**config.mk**
```make
export PLATFORM = sky130hd
export DESIGN_NAME = inst_fetch_flat
export DESIGN_NICKNAME = d
export VERILOG_FILES = /design/src/rtl/inst_fetch_if.sv /design/src/rtl/inst_fetch.sv /design/src/flat_wrapper.sv
export SDC_FILE = /design/constraint.sdc
export NUM_CORES = 1
export LEC_CHECK = 0
export ABC_AREA = 1
export CAP_MARGIN = 10
export CELL_PAD_IN_SITES_DETAIL_PLACEMENT = 1
export CELL_PAD_IN_SITES_GLOBAL_PLACEMENT = 1
export CORE_MARGIN = 10
export CORE_UTILIZATION = 40
export DETAILED_ROUTE_END_ITERATION = 16
export GPL_TIMING_DRIVEN = 1
export PLACE_DENSITY = 0.77
export SLEW_MARGIN = 0
export SYNTH_ARGS = -nofsm -noshare
export SYNTH_HDL_FRONTEND = slang
export SYNTH_SLANG_ARGS = --single-unit
```
**constraint.sdc**
```tcl
create_clock -name clk -period 3.2 [get_ports clk]
set_input_delay 0.32 -clock clk [delete_from_list [all_inputs] [get_ports clk]]
set_output_delay 0.32 -clock clk [all_outputs]
set_load 0.01 [all_outputs]
```
**src/rtl/inst_fetch_if.sv**
```systemverilog
// rtl/inst_fetch_if.sv - instruction bus and decode handshake bundle for the fetch stage
interface inst_fetch_if;
  logic        inst_req;
  logic [31:0] inst_addr;
  logic        inst_addr_ok;
  logic [31:0] inst_rdata;
  logic        inst_data_ok;
  logic        redirect;
  logic [31:0] redirect_pc;
  logic        if_valid;
  logic [31:0] if_pc;
  logic [31:0] if_inst;
  logic        if_adel;
  logic        id_ready;

  modport master (
    output inst_req, inst_addr, if_valid, if_pc, if_inst, if_adel,
    input  inst_addr_ok, inst_rdata, inst_data_ok, redirect, redirect_pc, id_ready
  );

  modport slave (
    input  inst_req, inst_addr, if_valid, if_pc, if_inst, if_adel,
    output inst_addr_ok, inst_rdata, inst_data_ok, redirect, redirect_pc, id_ready
  );
endinterface

```
**src/rtl/inst_fetch.sv**
```systemverilog
// rtl/inst_fetch.sv - PC sequencer, single-outstanding SRAM-like fetch and instruction buffer
module inst_fetch #(
  parameter logic [31:0] RESET_PC   = 32'hBFC0_0000,
  parameter int          FIFO_DEPTH = 2
) (
  input  logic         clk,
  input  logic         resetn,
  inst_fetch_if.master bus
);
  localparam int PW = $clog2(FIFO_DEPTH);
  localparam int CW = PW + 1;

  typedef enum logic [1:0] {IDLE, REQ, WAIT, DROP} state_e;

  state_e        fsm_q, fsm_d;
  logic [31:0]   pc_q, pc_d;
  logic [31:0]   pend_pc_q, pend_pc_d;
  logic [31:0]   addr_q, addr_d;
  logic          req_q, req_d;
  logic          stale_q, stale_d;
  logic          halt_q, halt_d;
  logic [PW-1:0] wr_ptr_q, wr_ptr_d, rd_ptr_q, rd_ptr_d;
  logic [CW-1:0] count_q, count_d;
  logic [31:0]   mem_pc_q [FIFO_DEPTH];
  logic [31:0]   mem_pc_d [FIFO_DEPTH];
  logic [31:0]   mem_inst_q [FIFO_DEPTH];
  logic [31:0]   mem_inst_d [FIFO_DEPTH];
  logic          mem_adel_q [FIFO_DEPTH];
  logic          mem_adel_d [FIFO_DEPTH];
  logic          valid_q, valid_d;
  logic [31:0]   out_pc_q, out_pc_d, out_inst_q, out_inst_d;
  logic          out_adel_q, out_adel_d;

  logic          push, pop, space, push_adel;
  logic [31:0]   push_pc, push_inst;

  always_comb begin
    fsm_d     = fsm_q;
    pc_d      = pc_q;
    pend_pc_d = pend_pc_q;
    addr_d    = addr_q;
    stale_d   = stale_q;
    halt_d    = halt_q;
    push      = 1'b0;
    push_pc   = pend_pc_q;
    push_inst = bus.inst_rdata;
    push_adel = 1'b0;
    pop       = valid_q && bus.id_ready;
    space     = count_q < CW'(FIFO_DEPTH);

    if (bus.redirect) begin
      pc_d   = bus.redirect_pc;
      halt_d = 1'b0;
    end

    case (fsm_q)
      IDLE: begin
        // A redirect empties the buffer, so an aligned target can be requested at once.
        if (bus.redirect) begin
          if (bus.redirect_pc[1:0] == 2'b00) begin
            fsm_d  = REQ;
            addr_d = bus.redirect_pc;
          end
        end else if (!halt_q && space) begin
          if (pc_q[1:0] != 2'b00) begin
            push      = 1'b1;
            push_pc   = pc_q;
            push_inst = 32'h0;
            push_adel = 1'b1;
            halt_d    = 1'b1;
          end else begin
            fsm_d  = REQ;
            addr_d = pc_q;
          end
        end
      end
      REQ: begin
        // A redirect seen while the address is still presented poisons the eventual response.
        if (bus.inst_addr_ok) begin
          pend_pc_d = addr_q;
          stale_d   = 1'b0;
          if (bus.redirect || stale_q) begin
            fsm_d = DROP;
          end else begin
            fsm_d = WAIT;
            pc_d  = pc_q + 32'd4;
          end
        end else if (bus.redirect) begin
          stale_d = 1'b1;
        end
      end
      WAIT: begin
        if (bus.inst_data_ok) begin
          fsm_d = IDLE;
          push  = !bus.redirect;
        end else if (bus.redirect) begin
          fsm_d = DROP;
        end
      end
      DROP: begin
        if (bus.inst_data_ok) fsm_d = IDLE;
      end
      default: fsm_d = IDLE;
    endcase

    wr_ptr_d   = wr_ptr_q;
    rd_ptr_d   = rd_ptr_q;
    count_d    = count_q;
    mem_pc_d   = mem_pc_q;
    mem_inst_d = mem_inst_q;
    mem_adel_d = mem_adel_q;
    if (bus.redirect) begin
      wr_ptr_d = '0;
      rd_ptr_d = '0;
      count_d  = '0;
    end else begin
      if (push) begin
        mem_pc_d[wr_ptr_q]   = push_pc;
        mem_inst_d[wr_ptr_q] = push_inst;
        mem_adel_d[wr_ptr_q] = push_adel;
        wr_ptr_d             = wr_ptr_q + PW'(1);
      end
      if (pop) rd_ptr_d = rd_ptr_q + PW'(1);
      count_d = count_q + CW'(push) - CW'(pop);
    end

    // Head outputs are registered and simply hold while the buffer is empty.
    valid_d    = count_d != '0;
    out_pc_d   = out_pc_q;
    out_inst_d = out_inst_q;
    out_adel_d = out_adel_q;
    if (valid_d) begin
      out_pc_d   = mem_pc_d[rd_ptr_d];
      out_inst_d = mem_inst_d[rd_ptr_d];
      out_adel_d = mem_adel_d[rd_ptr_d];
    end

    req_d = fsm_d == REQ;
  end

  always_ff @(posedge clk) begin
    if (!resetn) begin
      fsm_q      <= IDLE;
      pc_q       <= RESET_PC;
      pend_pc_q  <= '0;
      addr_q     <= RESET_PC;
      req_q      <= 1'b0;
      stale_q    <= 1'b0;
      halt_q     <= 1'b0;
      wr_ptr_q   <= '0;
      rd_ptr_q   <= '0;
      count_q    <= '0;
      mem_pc_q   <= '{default: '0};
      mem_inst_q <= '{default: '0};
      mem_adel_q <= '{default: 1'b0};
      valid_q    <= 1'b0;
      out_pc_q   <= '0;
      out_inst_q <= '0;
      out_adel_q <= 1'b0;
    end else begin
      fsm_q      <= fsm_d;
      pc_q       <= pc_d;
      pend_pc_q  <= pend_pc_d;
      addr_q     <= addr_d;
      req_q      <= req_d;
      stale_q    <= stale_d;
      halt_q     <= halt_d;
      wr_ptr_q   <= wr_ptr_d;
      rd_ptr_q   <= rd_ptr_d;
      count_q    <= count_d;
      mem_pc_q   <= mem_pc_d;
      mem_inst_q <= mem_inst_d;
      mem_adel_q <= mem_adel_d;
      valid_q    <= valid_d;
      out_pc_q   <= out_pc_d;
      out_inst_q <= out_inst_d;
      out_adel_q <= out_adel_d;
    end
  end

  assign bus.inst_req  = req_q;
  assign bus.inst_addr = addr_q;
  assign bus.if_valid  = valid_q;
  assign bus.if_pc     = out_pc_q;
  assign bus.if_inst   = out_inst_q;
  assign bus.if_adel   = out_adel_q;
endmodule

```
**src/flat_wrapper.sv**
```systemverilog
// flat-port wrapper written by rule: the top's interface ports become plain ports
module inst_fetch_flat 
#(
  parameter logic [31:0] RESET_PC   = 32'hBFC0_0000,
  parameter int          FIFO_DEPTH = 2
)
  (clk, resetn, bus_inst_req, bus_inst_addr, bus_if_valid, bus_if_pc, bus_if_inst, bus_if_adel, bus_inst_addr_ok, bus_inst_rdata, bus_inst_data_ok, bus_redirect, bus_redirect_pc, bus_id_ready);
  inst_fetch_if bus_i ();
  input  logic clk;
  input  logic resetn;
  output wire logic [$bits(bus_i.inst_req)-1:0] bus_inst_req;
  output wire logic [$bits(bus_i.inst_addr)-1:0] bus_inst_addr;
  output wire logic [$bits(bus_i.if_valid)-1:0] bus_if_valid;
  output wire logic [$bits(bus_i.if_pc)-1:0] bus_if_pc;
  output wire logic [$bits(bus_i.if_inst)-1:0] bus_if_inst;
  output wire logic [$bits(bus_i.if_adel)-1:0] bus_if_adel;
  input wire logic [$bits(bus_i.inst_addr_ok)-1:0] bus_inst_addr_ok;
  input wire logic [$bits(bus_i.inst_rdata)-1:0] bus_inst_rdata;
  input wire logic [$bits(bus_i.inst_data_ok)-1:0] bus_inst_data_ok;
  input wire logic [$bits(bus_i.redirect)-1:0] bus_redirect;
  input wire logic [$bits(bus_i.redirect_pc)-1:0] bus_redirect_pc;
  input wire logic [$bits(bus_i.id_ready)-1:0] bus_id_ready;
  assign bus_inst_req = bus_i.inst_req;
  assign bus_inst_addr = bus_i.inst_addr;
  assign bus_if_valid = bus_i.if_valid;
  assign bus_if_pc = bus_i.if_pc;
  assign bus_if_inst = bus_i.if_inst;
  assign bus_if_adel = bus_i.if_adel;
  assign bus_i.inst_addr_ok = bus_inst_addr_ok;
  assign bus_i.inst_rdata = bus_inst_rdata;
  assign bus_i.inst_data_ok = bus_inst_data_ok;
  assign bus_i.redirect = bus_redirect;
  assign bus_i.redirect_pc = bus_redirect_pc;
  assign bus_i.id_ready = bus_id_ready;
  inst_fetch #(.RESET_PC(RESET_PC), .FIFO_DEPTH(FIFO_DEPTH)) u_core (.clk(clk), .resetn(resetn), .bus(bus_i));
endmodule
```
==> results.md <==
* Outcome: finished clean
* Vias in the first global route at 14760
* Top cells by count, synth: nand2_1 (657), dfxtp_1 (301), nand3_1 (250)
* Gate power share at 16.1%
* Global-route wire length before repair at 79900 microns
* Worst skew pair latency at 520 ps
* Clk pwr share at 42.3%
* Mean post-synth cell area at 6.725 sq um
* Synth cell types at 37
* Final Util at 50.18%
* Synth area leader: dfxtp_1
* Routed via count at 13870
* Hold Slack at 283.1 ps
* Post-synth net total at 2082
* CTS Hold Bufs at 0
* H-tree depth at 2
* Synth top area cells: dfxtp_1 (45%), nand2_1 (18%), nand3_1 (9.3%), a21oi_1 (6.0%), inv_1 (4.8%)
* DIE AREA at 41530 sq um
* Vias per std cell at 5.339
* Largest net degree at the start of global routing at 127
* Post-CTS setup buffer count at 0
* IO Count at 169
* Sequential element share of the synthesized area at 44.60%
* Clock buffer count from CTS at 37
* Critical Path Fanout Max at 40
* Clk buf depth at 3
* N_diodes at 0
* Initial antenna violation count at 0
* Antenna viol nets, final at 0
* TritonRoute pass-1 iters at 4
* Die Height at 203.8 microns
* Synth warn at 0
* Worst-path clk slew at 60 ps
* Sum Neg Setup Slack at 0 ps
* WL per Instance at 19.28 microns
* Mapped Cells at 2009
* Endpoints failing setup at 0
* Drt drc at 0
* GRT overflow at 0
* Element type at the critical path start: register
* Sinks on Clock Net at 301
* Dpl hpwl at 33270 microns
* WP data required at 3650 ps
* Switching Share at 27.86%
* Power per cell area at 593.1 nW/um^2
* CTS tree: done
* Max VDD drop at 307.3 uV
* Final WL at 50080 microns
* WS Path Type: register to register
* Hold Path Class: input pin to register
* Seq pwr share at 41.6%
* Slew @ Worst Pin at 927.3 ps
* Max Clk Rate at 0.3920 GHz
* Switching power at 2.774 mW
* Area Growth Syn to Fin at 24.24%
* IO Port Bufs at 168
* Clock period minus worst slack at 2551 ps
* Die Wd at 203.8 microns
* Cell area after synthesis at 13510 sq um
* Overall Global Routing Usage at 23.68%
* Arr. time, crit path at 3000 ps
* Rows at 67
* Starting Density at 40.39%
* Final nets at 2199
* Number of synthesized register bits at 301
* Final GP Congestion at 0.8876
* Static Leak at 7.323 nW
* Resized cells post-CTS at 0
* Number of synthesized flops with an enable pin at 0
* Proportion of layout cells with a drive suffix above 1 at 5.349%
* Max-cap viol count at 0
* Drt initial violations at 823
* CP endpoint kind: register
* Root buf cell: clkbuf_16
* Core Area at 33450 sq um
* Ys flop type: dfxtp_1
* RSZ-0062 raised after global routing: no
* Internal at 7.181 mW
* Most frequent cell after synthesis: nand2_1
* Slew HR at 37.70%
* Ys async rst share at 0%
* Final Hold Viols at 0
* Tcrit/Tclk final at 79.71%
* Post-synth top area share at 44.60%
* Final slew viol count at 0
* Clock Skew at 9.617 ps
==> worst paths after layout <==
path,start,endpoint,slack [ps],cells after the start
hold reg to reg,u_core.bus.if_pc[29]$_SDFFE_PN0P_,u_core.bus.if_pc[29]$_SDFFE_PN0P_,460,2
setup / recovery,u_core.count_q[1]$_SDFF_PN0_,u_core.bus.if_inst[2]$_SDFFE_PN0P_,650,13
setup reg to reg,u_core.count_q[1]$_SDFF_PN0_,u_core.bus.if_inst[2]$_SDFFE_PN0P_,650,13
hold / removal,resetn,u_core.bus.if_inst[24]$_SDFFE_PN0P_,280,5
==> layer usage <==
metal	vias up	track usage [%]	share of wire (%)
met3	94	3.617	3.9
met5	-	0	0
met1	6822	28.20	43
met2	267	41.99	50
met4	0	8.926	3.4
li1	6689	-	-
==> power by group through the flow <==
| stage | Combinational, mW | Sequential [mW] | Clock (mW) |
|---|---|---|---|
| after floorplan | 0.845 | 4.22 | 0 |
| after global placement | 1.56 | 4.21 | 0 |
| after detailed placement | 1.60 | 4.21 | 0 |
| after CTS | 1.62 | 4.14 | 4.29 |
| after global routing | 1.78 | 4.16 | 4.45 |
| final | 1.60 | 4.14 | 4.21 |
==> cells in the final DEF, fill, tap and decap left out, types with 4 or more instances in the layout <==
cell / Yosys / layout
nor2_1: 113 / 112
clkbuf_16: 0 / 39
clkdlybuf4s50_1: 0 / 167
o21ai_0: 126 / 126
clkbuf_8: 0 / 6
a211oi_1: 4 / 4
o211ai_1: 4 / 4
nand4_1: 28 / 28
clkbuf_1: 72 / 11
a21oi_1: 162 / 161
nand2_1: 657 / 657
buf_4: 5 / 29
dfxtp_1: 301 / 301
inv_2: 5 / 6
or2_2: 5 / 5
inv_1: 173 / 172
o21ai_1: 12 / 12
xor2_1: 9 / 9
nor3_1: 8 / 8
nand3_1: 250 / 250
buf_12: 0 / 7
==> logic make-up after synthesis <==
logic type,after synthesis,synth area share [%]
mux,2,0.1482
xor+xnor,10,0.6483
flops,301,44.60
simple gates,1072,33.15
fa+ha+maj,3,0.2779
compound gates,315,12.05
buf+inv,306,9.131
==> registers in the layout, summed over array words and instances (netlist names), 2 cells and up <==
register,flops
u_core.bus.if_inst,32
u_core.bus.if_pc,32
u_core.bus.inst_addr,32
u_core.count_q,2
u_core.fsm_q,2
u_core.mem_adel_q,2
u_core.mem_inst_q,64
u_core.mem_pc_q,64
u_core.pc_q,32
u_core.pend_pc_q,32
==> critical path: stages, from the launching register on <==
cell and delay [ps]:
dfxtp_1 350, inv_2 70, nand2_1 80, nor2_2 220, nand2_4 100, nand2_4 170, ha_1 200, nand2_1 90
nand3_1 200, nand2_1 190, nor2_2 130, buf_4 450, nand2_1 120, o21ai_1 100
==> final cells by class <==
cell class	count	area, sq um
Timing Repair Buffer	204	2034
Clock buffer	56	1100
Clock inverter	7	113.9
Inverter	180	680.7
Multi-Input combinational cell	1402	6270
Sequential cell	301	6026
Fill cell	4285	16660
Tap cell	448	560.5
==> metrics by stage <==
| stage | setup WS [ps] | total power, mW | cells | instance area, sq um |
|---|---|---|---|---|
| 2_1_floorplan | 938.0 | 5.063 | 2009 | 13510 |
| 3_3_place_gp | 383.5 | 5.766 | 2535 | 15570 |
| 3_5_place_dp | 252.7 | 5.814 | 2535 | 15570 |
| 4_1_cts | 646.0 | 10.04 | 2598 | 16780 |
| 5_1_grt | 395.4 | 10.40 | 2598 | 16780 |
| 6_report | 649.2 | 9.955 | 2598 | 16780 |
Power figures use the tool's default switching activity.
